$ cat src/rtl/dbg_frame_bridge.sv
// Debug frame bridge. It turns CMD/ADDR/DATA byte frames from the host link into one debug command and returns 4 read bytes.
// Defining DBG_FRAME_CSUM_EN adds a trailing XOR checksum byte; a bad checksum is answered with the single byte 0xEE.
module dbg_frame_bridge #(
  parameter int unsigned TIMEOUT_CYCLES = 1000000
) (
  input  logic        clk,
  input  logic        rst_i,
  input  logic [7:0]  rx_data_i,
  input  logic        rx_valid_i,
  output logic        rx_ready_o,
  output logic [7:0]  tx_data_o,
  output logic        tx_valid_o,
  input  logic        tx_ready_i,
  output logic [7:0]  dbg_cmd_o,
  output logic [31:0] dbg_addr_o,
  output logic [31:0] dbg_data_o,
  input  logic [31:0] dbg_data_i,
  input  logic        dbg_ready_i,
  output logic        busy_o
);

`ifdef DBG_FRAME_CSUM_EN
  typedef enum logic [2:0] {
    S_IDLE, S_ADDR, S_DATA, S_CSUM, S_ISSUE, S_WAIT, S_RESP, S_ERR
  } state_t;
`else
  typedef enum logic [2:0] {
    S_IDLE, S_ADDR, S_DATA, S_ISSUE, S_WAIT, S_RESP
  } state_t;
`endif

  // The timeout fires on the edge where the idle counter would reach TIMEOUT_CYCLES.
  localparam logic [31:0] TMO_LAST = (TIMEOUT_CYCLES == 0) ? 32'd0 : 32'(TIMEOUT_CYCLES - 1);

  state_t      r_state;
  state_t      w_stateNext;
  logic [1:0]  r_idx;
  logic [31:0] r_tmo;
  logic [7:0]  r_cmd;
  logic [31:0] r_addr;
  logic [31:0] r_data;
  logic [31:0] r_resp;
`ifdef DBG_FRAME_CSUM_EN
  logic [7:0]  r_csum;
`endif

  logic w_rxOpen;
  logic w_rxFire;
  logic w_txFire;
  logic w_tmoHit;
  logic w_frameState;

`ifdef DBG_FRAME_CSUM_EN
  assign w_frameState = (r_state == S_ADDR) || (r_state == S_DATA) || (r_state == S_CSUM);
`else
  assign w_frameState = (r_state == S_ADDR) || (r_state == S_DATA);
`endif
  assign w_rxOpen   = !rst_i && ((r_state == S_IDLE) || w_frameState);
  assign w_rxFire   = w_rxOpen && rx_valid_i;
  assign w_txFire   = tx_valid_o && tx_ready_i;
  assign w_tmoHit   = (TIMEOUT_CYCLES != 0) && (r_tmo == TMO_LAST);

  assign rx_ready_o = w_rxOpen;
  assign dbg_addr_o = r_addr;
  assign dbg_data_o = r_data;
  assign busy_o     = (r_state != S_IDLE);

  always_comb begin
    w_stateNext = r_state;
    tx_valid_o  = 1'b0;
    tx_data_o   = 8'h00;
    dbg_cmd_o   = 8'h00;
    unique case (r_state)
      S_IDLE: begin
        if (w_rxFire && (rx_data_i != 8'h00)) w_stateNext = S_ADDR;
      end
      S_ADDR: begin
        if (w_rxFire) begin
          if (r_idx == 2'd3) w_stateNext = S_DATA;
        end else if (w_tmoHit) begin
          w_stateNext = S_IDLE;
        end
      end
      S_DATA: begin
        if (w_rxFire) begin
`ifdef DBG_FRAME_CSUM_EN
          if (r_idx == 2'd3) w_stateNext = S_CSUM;
`else
          if (r_idx == 2'd3) w_stateNext = S_ISSUE;
`endif
        end else if (w_tmoHit) begin
          w_stateNext = S_IDLE;
        end
      end
`ifdef DBG_FRAME_CSUM_EN
      S_CSUM: begin
        if (w_rxFire) begin
          w_stateNext = (rx_data_i == r_csum) ? S_ISSUE : S_ERR;
        end else if (w_tmoHit) begin
          w_stateNext = S_IDLE;
        end
      end
      S_ERR: begin
        tx_valid_o = 1'b1;
        tx_data_o  = 8'hEE;
        if (tx_ready_i) w_stateNext = S_IDLE;
      end
`endif
      S_ISSUE: begin
        dbg_cmd_o   = r_cmd;
        w_stateNext = S_WAIT;
      end
      S_WAIT: begin
        dbg_cmd_o = r_cmd;
        if (dbg_ready_i) w_stateNext = S_RESP;
      end
      S_RESP: begin
        tx_valid_o = 1'b1;
        tx_data_o  = r_resp[{r_idx, 3'b000} +: 8];
        if (w_txFire && (r_idx == 2'd3)) w_stateNext = S_IDLE;
      end
      default: w_stateNext = S_IDLE;
    endcase
  end

  always_ff @(posedge clk) begin
    if (rst_i) begin
      r_state <= S_IDLE;
      r_idx   <= 2'd0;
      r_tmo   <= 32'd0;
      r_cmd   <= 8'h00;
      r_addr  <= 32'd0;
      r_data  <= 32'd0;
      r_resp  <= 32'd0;
`ifdef DBG_FRAME_CSUM_EN
      r_csum  <= 8'h00;
`endif
    end else begin
      r_state <= w_stateNext;

      // The counter only runs while a frame is partially received and no byte arrives.
      if (w_rxFire || !w_frameState) r_tmo <= 32'd0;
      else                           r_tmo <= r_tmo + 32'd1;

      case (r_state)
        S_IDLE: begin
          if (w_rxFire && (rx_data_i != 8'h00)) begin
            r_cmd  <= rx_data_i;
            r_idx  <= 2'd0;
`ifdef DBG_FRAME_CSUM_EN
            r_csum <= rx_data_i;
`endif
          end
        end
        S_ADDR: begin
          if (w_rxFire) begin
            r_addr[{r_idx, 3'b000} +: 8] <= rx_data_i;
            r_idx <= r_idx + 2'd1;
`ifdef DBG_FRAME_CSUM_EN
            r_csum <= r_csum ^ rx_data_i;
`endif
          end
        end
        S_DATA: begin
          if (w_rxFire) begin
            r_data[{r_idx, 3'b000} +: 8] <= rx_data_i;
            r_idx <= r_idx + 2'd1;
`ifdef DBG_FRAME_CSUM_EN
            r_csum <= r_csum ^ rx_data_i;
`endif
          end
        end
        S_WAIT: begin
          if (dbg_ready_i) begin
            r_resp <= dbg_data_i;
            r_idx  <= 2'd0;
          end
        end
        S_RESP: begin
          if (w_txFire) r_idx <= r_idx + 2'd1;
        end
        default: ;
      endcase
    end
  end

endmodule

$ cat config.mk
export PLATFORM = sky130hd
export DESIGN_NAME = dbg_frame_bridge
export DESIGN_NICKNAME = d
export VERILOG_FILES = /design/src/rtl/dbg_frame_bridge.sv
export SDC_FILE = /design/constraint.sdc
export NUM_CORES = 1
export LEC_CHECK = 0
export CORE_MARGIN = 4
export CORE_UTILIZATION = 51
export DETAILED_ROUTE_END_ITERATION = 10
export PLACE_DENSITY_LB_ADDON = 0.3
export SLEW_MARGIN = 10
export SYNTH_ARGS = -nofsm -noshare
export SYNTH_HDL_FRONTEND = slang
export SYNTH_SLANG_ARGS = --single-unit
$ cat constraint.sdc
create_clock -name clk -period 2.5 [get_ports clk]
set_clock_uncertainty 0.1 [all_clocks]
set_input_delay 0.5 -clock clk [delete_from_list [all_inputs] [get_ports clk]]
set_output_delay 0.5 -clock clk [all_outputs]
set_load 0.01 [all_outputs]
==> flow_summary.ini <==
[final_layout]
fillers = 862
area_growth_pct = 37.1
utilization_pct = 71.5
num_antenna_cells = 0
drive_gt1_share_pct = 11.0
nets = 937
stdcell_area_sq_um = 8200

[place]
gp_congestion = 0.818
numPortBuffers = 127
hpwl_mm = 11.1
placed_area_sq_um = 7540
pre_cts_ws_ns = -0.187

[pwr]
seq_power_share_pct = 43.9
max-vdd-ir-drop_mv = 0.479
cellPowerDensity_nw_per_um2 = 633
swShare_pct = 22.4
intPower_mw = 4.03
switchingPower_mw = 1.16
combPwrFrac_pct = 6.5
p_leak_nw = 2.92
pwr-share-clk_pct = 49.7

[timing]
layout_setup_ws_ns = 0.0263
max_freq_mhz = 404
period_share_pct = 98.9
maxSlewViolCount = 0
setup_tns_ns = 0
rsz0062_at_grt = yes
hold_slack_ns = 0.355
tightest_slew_ns = 0.683
relSlewSlack_pct = 54.3
hold_viol = 0
setup_viol = 0
finalCriticalPeriod_ns = 2.47

[hold_path]
hp-class = reg -> reg

[route]
drtAntennaViolNets = 0
wl_per_cell_um = 15.5
first_pass_iters = 5
routed_wirelength_mm = 16.1
vias = 5696
vias_per_cell = 5.47
first_iter_violations = 609
drc = 0

[clock_network]
root_buffer = clkbuf_16
clock_path_buffers = 2
hold_buffers = 0
cts_sinks = 141
cts_buffers = 17
htreeDepth = 4
insertion_delay_ns = 0.42
clkTransAtPathRegs_ns = 0.06
cts_tree = built

[worst_setup_path]
max_stage_delay_ns = 0.50
crit_type = reg -> out
worstPathCellList = bufbuf_16 > mux4_2 > and3_4 > buf_2
critical_path.top_delay_family = multiplexers
worst_ep_arrival_time_ns = 1.87
startpoint_type = flop
worstPathMaxFanout = 4
crit_required_ns = 1.90
endpoint_kind = output port
worst-path-buf-inv = 2
cpMaxStageDelayCell = mux4_2

[synthesis]
async_reset_ff_share_pct = 0
yosys.area.top_type = dfxtp_1
synth_edf_count = 0
synthDistinctLibCells = 42
postSynthAreaPerCell_sq_um = 7.99
synth_seq_cells = 141
yosysMostFrequentCell = nor2_1
syn_nets = 799
yosys_warnings = 0
ys_seq_area_share_pct = 47.2
syn_inst = 748
synth_area_leaders = dfxtp_1 47%, nor2_1 9.8%, a21oi_1 8.7%
synth_common_cells = 156 x nor2_1, 141 x dfxtp_1, 115 x nand2_1
dominantRegCellSynth = dfxtp_1
syn_area_sq_um = 5980
synth_top_area_share_pct = 47.2

[global_route]
overflow = 0
track_usage_pct = 23.9
antenna_found_initial = 0
first_global_vias = 5420
grt_max_degree = 58
grt_pass1_wl_mm = 25.8

[floorplan]
start_util_pct = 52.1
die_w_um = 116
dieArea_sq_um = 13500
fp.dieH_um = 116
core.rowCount = 39
ios = 128
core_area_sq_um = 11500

[status]
status = complete, no violations

[flow_run]
drv_cap = 0
logic make-up (layout without fill, tap and decap cells):
logic type               Yosys count  after routing  share of synthesized area [%]
AND/OR/NAND/NOR                  380            380                           28.2
flip-flops                       141            141                           47.2
XOR/XNOR                          29             29                           4.25
AO/OA/AOI/OAI                    117            117                           10.5
adder cells (fa/ha/maj)            6              6                           1.26
buffers and inverters             58            209                           3.98
multiplexers                      17             17                           4.54
worst min-delay path, cell delays in order, from the launching register on:
cell	delay, ns
dfxtp_1	0.31
nand2_1	0.05
a21oi_1	0.05
area by class of cell:
cell class	instances	area [sq um]	share of cell area, %
tap	143	179	2.18
clock buffer	19	443	5.40
clock inverter	13	166	2.03
sequential	141	2830	34.5
inverter	9	33.8	0.412
timing repair buffer	168	1590	19.4
multi-input combinational	549	2950	36.0
power groups by stage:
stage	Sequential (mW)	Combinational (mW)	Clock, mW
6_report	2.28	0.335	2.58
5_1_grt	2.28	0.361	2.70
4_1_cts	2.28	0.334	2.59
3_5_place_dp	2.33	0.321	0
3_3_place_gp	2.33	0.316	0
2_1_floorplan	2.32	0.158	0
worst paths after layout:
path | startpoint | endpoint | slack, ns | cells past startpoint
hold / removal | r_resp[23]$_SDFFE_PP0P_ | r_resp[23]$_SDFFE_PP0P_ | 0.35 | 2
setup reg to reg | r_tmo[10]$_SDFF_PP0_ | r_tmo[27]$_SDFF_PP0_ | 0.30 | 5
hold reg to reg | r_resp[23]$_SDFFE_PP0P_ | r_resp[23]$_SDFFE_PP0P_ | 0.35 | 2
setup / recovery | r_idx[0]$_SDFFE_PP0P_ | tx_data_o[0] | 0.03 | 4
sequential cells by signal (all words and copies together), names as in the netlist:
| signal | cells |
|---|---|
| r_resp | 32 |
| r_idx | 2 |
| dbg_addr_o | 32 |
| r_cmd | 8 |
| dbg_data_o | 32 |
| r_state | 3 |
| r_tmo | 32 |
stage by stage:
| step | total power, mW | std cells |
|---|---|---|
| 3_5_place_dp | 2.65 | 1008 |
| 4_1_cts | 5.21 | 1042 |
| 6_report | 5.19 | 1042 |
| 2_1_floorplan | 2.48 | 748 |
| 3_3_place_gp | 2.64 | 1008 |
| 5_1_grt | 5.34 | 1042 |
layout by cell type, fill, tap and decap left out, drive strengths merged, types with 4 or more instances in the layout:
| cell | synthesis | layout |
|---|---|---|
| xnor2 | 19 | 19 |
| clkinv | 0 | 6 |
| nor3 | 7 | 7 |
| nor2 | 156 | 156 |
| mux2i | 8 | 8 |
| and3 | 13 | 13 |
| xor2 | 10 | 10 |
| nand2 | 115 | 115 |
| a21oi | 104 | 104 |
| clkdlybuf4s50 | 0 | 107 |
| inv | 9 | 10 |
| dlygate4sd2 | 0 | 8 |
| o21ai | 5 | 5 |
| nand3 | 30 | 30 |
| dfxtp | 141 | 141 |
| nor2b | 12 | 12 |
| buf | 7 | 44 |
| nand4 | 8 | 8 |
| and4 | 4 | 4 |
| mux4 | 8 | 8 |
| nor4 | 16 | 16 |
| clkbuf | 42 | 21 |
| ha | 6 | 6 |
| or3 | 5 | 5 |
per-layer routing:
metal / part of all wire, % / track usage (%)
met1: 43 / 29.6
met2: 48 / 40.7
met3: 7.0 / 5.80
met4: 2.3 / 8.35
met5: 0 / 0
repair_timing:
item,CTS,global route
endpoints found under the setup margin,18,8
gates cloned,1,0
setup buffers,1,0
resized for setup,34,11
pin swaps,0,0
No activity file was read; power rests on OpenSTA's default activity.
